<file path="src/rtl/alu_mult_sequencer.sv">
// Shift-add unsigned WIDTHxWIDTH multiplier sequencing the shared ALU.
// Ports: clk, reset(n); start/mcand/mplier in; busy/done/hi/lo out; alu_* ALU link.
module alu_mult_sequencer #(
   parameter int unsigned WIDTH = 32,
   parameter int unsigned SIG_W = 6,
   parameter logic [SIG_W-1:0] ADD_CODE = 6'b100000
) (
   input  logic             clk,
   input  logic             reset,
   input  logic             start,
   input  logic [WIDTH-1:0] mcand,
   input  logic [WIDTH-1:0] mplier,
   output logic             busy,
   output logic             done,
   output logic [WIDTH-1:0] hi,
   output logic [WIDTH-1:0] lo,
   output logic             alu_req,
   output logic [WIDTH-1:0] alu_a,
   output logic [WIDTH-1:0] alu_b,
   output logic [SIG_W-1:0] alu_signal,
   input  logic [WIDTH-1:0] alu_result
);

   localparam int unsigned CW = $clog2(WIDTH);
   localparam logic [CW-1:0] LAST = CW'(WIDTH - 1);

   typedef enum logic [1:0] {
      IDLE = 2'd0,
      RUN  = 2'd1,
      DONE = 2'd2
   } state_t;

   state_t             state_q, state_d;
   logic [2*WIDTH-1:0] prod_q, prod_d;
   logic [WIDTH-1:0]   mcand_q, mcand_d;
   logic [CW-1:0]      count_q, count_d;
   logic [WIDTH-1:0]   hi_q, hi_d;
   logic [WIDTH-1:0]   lo_q, lo_d;
   logic               busy_q, busy_d;
   logic               done_q, done_d;
   logic               carry;

   assign alu_a      = prod_q[2*WIDTH-1:WIDTH];
   assign alu_b      = mcand_q;
   assign alu_signal = ADD_CODE;

   // The ALU has no carry-out; an unsigned sum wrapped iff it is below A.
   assign carry = (alu_result < alu_a);

   always_comb begin
      state_d = state_q;
      prod_d  = prod_q;
      mcand_d = mcand_q;
      count_d = count_q;
      hi_d    = hi_q;
      lo_d    = lo_q;
      unique case (state_q)
         IDLE, DONE: begin
            if (start) begin
               state_d = RUN;
               prod_d  = {{WIDTH{1'b0}}, mplier};
               mcand_d = mcand;
               count_d = '0;
            end else begin
               state_d = IDLE;
            end
         end
         RUN: begin
            if (prod_q[0]) begin
               prod_d = {carry, alu_result, prod_q[WIDTH-1:1]};
            end else begin
               prod_d = {1'b0, prod_q[2*WIDTH-1:1]};
            end
            count_d = count_q + CW'(1);
            if (count_q == LAST) begin
               state_d      = DONE;
               {hi_d, lo_d} = prod_d;
            end
         end
         default: state_d = IDLE;
      endcase
      // Status flags are registered from the next state so they line up
      // with the state they describe.
      busy_d = (state_d == RUN);
      done_d = (state_d == DONE);
   end

   always_ff @(posedge clk or negedge reset) begin
      if (!reset) begin
         state_q <= IDLE;
         prod_q  <= '0;
         mcand_q <= '0;
         count_q <= '0;
         hi_q    <= '0;
         lo_q    <= '0;
         busy_q  <= 1'b0;
         done_q  <= 1'b0;
      end else begin
         state_q <= state_d;
         prod_q  <= prod_d;
         mcand_q <= mcand_d;
         count_q <= count_d;
         hi_q    <= hi_d;
         lo_q    <= lo_d;
         busy_q  <= busy_d;
         done_q  <= done_d;
      end
   end

   assign busy    = busy_q;
   assign alu_req = busy_q;
   assign done    = done_q;
   assign hi      = hi_q;
   assign lo      = lo_q;

endmodule
</file>
<file path="config.mk">
export PLATFORM = sky130hd
export DESIGN_NAME = alu_mult_sequencer
export DESIGN_NICKNAME = d
export VERILOG_FILES = /design/src/rtl/alu_mult_sequencer.sv
export SDC_FILE = /design/constraint.sdc
export NUM_CORES = 1
export LEC_CHECK = 0
export CORE_ASPECT_RATIO = 1.1
export CORE_MARGIN = 8
export CORE_UTILIZATION = 47
export DETAILED_ROUTE_END_ITERATION = 6
export HOLD_SLACK_MARGIN = 0.06
export PLACE_DENSITY = 0.83
export SYNTH_ARGS = -nofsm -noshare
export SYNTH_HDL_FRONTEND = slang
export SYNTH_SLANG_ARGS = --single-unit
</file>
<file path="constraint.sdc">
create_clock -name clk -period 2.5 [get_ports clk]
set_input_delay 0.25 -clock clk [delete_from_list [all_inputs] [get_ports clk]]
set_output_delay 0.25 -clock clk [all_outputs]
set_load 0.005 [all_outputs]
</file>
==> results_dict.tcl <==
set metrics [dict create \
    antenna_left 0 \
    synthFlopType "dfrtp_1" \
    seq_area_frac_synth_pct 54.9 \
    worstSetupEndpointType "flip-flop" \
    worst_slew_pin_slew_ps 684 \
    grt_max_degree 67 \
    place_congestion 0.814 \
    vias 6014 \
    max-vdd-ir-drop_mv 0.556 \
    synthMostInstantiatedCell "nand2_1" \
    die-area_um2 20700 \
    syn_to_final_growth_pct 38.2 \
    cts-root-buf "clkbuf_16" \
    setup_viol 0 \
    ys_types 34 \
    crit_path_start_kind "flip-flop" \
    drive_above_1_share_pct 8.94 \
    overflow 0 \
    synth_top_cell_by_area "dfrtp_1" \
    rows 49 \
    p_leak_nw 4.97 \
    layout_setup_ws_ps 337 \
    numCtsBuffers 17 \
    avgSynthCellArea_um2 10.1 \
    drc 0 \
    clkSinkCount 169 \
    grt_pass1_wl_um 33100 \
    syn-cell-area_um2 7700 \
    rsz0062_at_grt "no" \
    yosys-top-cells-count "nand2_1, dfrtp_1, o21ai_0" \
    clockBufferDepth 2 \
    hold_class "in -> reg" \
    synthCells 766 \
    met1_usage_pct 23.9 \
    grt_util_met3_pct 7.41 \
    ys_seq_elements 169 \
    pre_cts_ws_ps 132 \
    setup-tns-final_ps 0 \
    crit_type "reg -> reg" \
    fp.coreArea_um2 16200 \
    grt_pass1_vias 6205 \
    fin_crit_sh_pct 86.5 \
    slew_headroom_pct 54.4 \
    viasPerCell 5.11 \
    clk_pin_slew_ps 70 \
    layout.nets 1092 \
    synth_top_area_share_pct 54.9 \
    io_pins 236 \
    crit_path_max_incr_delay_ps 410 \
    grt_antenna_before_repair 1 \
    crit_required_ps 2800 \
    n_fill_cell 1244 \
    cp.arrival_ps 2470 \
    min_period_ps 2160 \
    status "finished, final reports clean" \
    dieHeight_um 150 \
    hold_violations 0 \
    met2_usage_pct 31.6 \
    crit_slowest_cell "dfrtp_1" \
    htreeDepth 4 \
    cp_max_fo 4 \
    maxCapViolations 0 \
    drt_wl_total_um 20300 \
    wl_per_cell_um 17.2 \
    p_per_area_nw_per_um2 1190 \
    gr-usage-all-layers_pct 19.7 \
    start_util_pct 47.6 \
    antennaDiodeCount 0 \
    top_usage_layer "met2" \
    ys_async_sr_fraction_pct 100 \
    first_pass_iters 5 \
    die_x_um 138 \
    worstSkewPairLatency_ps 420 \
    synth-edff-count 0 \
    slew_violations 0 \
    cts_tree "yes" \
    path_cells "inv_1, ha_1, nand4_1, o311a_1, o41ai_2, nand3_1, a32o_1" \
    cts_resized 0 \
    drt-initial-drc-count 338 \
    yosysWarnings 0 \
    synth_area_leaders "dfrtp_1, nand2_1, ha_1" \
    max_freq_ghz 0.462 \
    post_cts_buffers 0 \
    portBuffers 229 \
    fin_skew_ps 7.51 \
    dp.final_hpwl_um 14800 \
]
flip-flops by register name, summed over array words and instances, names as in the netlist:
register  count
prod_q       64
alu_b        32
hi           32
lo           32
count_q       5
state_q       2
alu_req       1
done          1
layer usage:
metal	vias to the layer above	part of all wire [%]	wire length, um
met3	33	7.2	1470
met1	2891	41	8360
met5	-	0.064	13
met4	2	2.3	467
met2	188	49	9940
li1	2900	-	-
final timing paths:
check / slack, ps / depth (start not counted) / from / endpoint
max in group asynchronous: 1330 / 3 / reset / lo[15]
min in group asynchronous: 380 / 2 / reset / hi[25]
hold reg to reg: 480 / 2 / alu_b[30] / alu_b[30]
hold / removal: 360 / 3 / mcand[16] / alu_b[16]
setup reg to reg: 340 / 7 / prod_q[39] / prod_q[63]
setup / recovery: 340 / 7 / prod_q[39] / prod_q[63]
where the power goes:
part           internal [mW]  switching [mW]  leakage, nW
Sequential              3.93           0.899         2.06
Combinational           2.87            2.30         2.62
Clock                   1.55            1.07        0.290
repair_timing:
item | in CTS | in global routing
hold buffers | 1 | 0
endpoints found under the hold margin | 62 | 0
endpoints found under the setup margin | 0 | 0
worst max-delay path, delay by kind of cell, from the launching register on:
family,cells,cell delay (ps)
AND/OR/NAND/NOR,2,250
flip-flops,1,410
adder cells (fa/ha/maj),1,320
buffers and inverters,1,60
AO/OA/AOI/OAI,3,1010
layout make-up:
class / count / area (um^2) / area share [%]
Clock buffer: 22 / 474 / 4.46
Clock inverter: 10 / 118 / 1.11
Inverter: 33 / 124 / 1.16
Multi-Input combinational cell: 489 / 2920 / 27.5
Sequential cell: 169 / 4230 / 39.8
Tap cell: 204 / 255 / 2.40
Timing Repair Buffer: 250 / 2520 / 23.6
placed cells by master, fill, tap and decap left out, types with 4 or more instances in the layout:
master / synthesis / final
nand2b_1: 4 / 4
buf_12: 0 / 5
conb_1: 2 / 6
nand3_1: 5 / 5
nand2_1: 231 / 230
mux2_2: 31 / 31
nand4_1: 6 / 6
clkbuf_16: 0 / 17
ha_1: 33 / 33
a21oi_1: 13 / 13
o21ai_0: 71 / 71
a22oi_1: 32 / 32
dfrtp_1: 169 / 168
nor2_1: 4 / 4
inv_1: 33 / 33
clkdlybuf4s50_1: 0 / 228
mux2i_1: 32 / 32
buf_4: 41 / 15
logic make-up (layout without fill, tap and decap cells):
| group | Yosys count | after routing | synth area share [%] |
|---|---|---|---|
| buffers and inverters | 112 | 315 | 7.59 |
| AO/OA/AOI/OAI | 131 | 131 | 10.2 |
| multiplexers | 63 | 63 | 8.69 |
| AND/OR/NAND/NOR | 256 | 256 | 13.1 |
| other | 2 | 6 | 0.0975 |
| adder cells (fa/ha/maj) | 33 | 33 | 5.36 |
| flip-flops | 169 | 169 | 54.9 |
stage by stage:
| stage | cells | area (um^2) | total power, mW | hold WS, ps | util, % |
|---|---|---|---|---|---|
| finish | 1177 | 10600 | 12.6 | 360 | 65.7 |
| global route | 1177 | 10600 | 13.6 | 348 | 65.7 |
| CTS | 1177 | 10600 | 12.8 | 339 | 65.7 |
| detailed placement | 1144 | 10000 | 10.1 | 284 | 62.0 |
| global placement | 1144 | 10000 | 9.89 | 289 | 62.0 |
| floorplan | 770 | 7720 | 7.52 | -45.6 | - |
No activity file was read; power rests on OpenSTA's default activity.
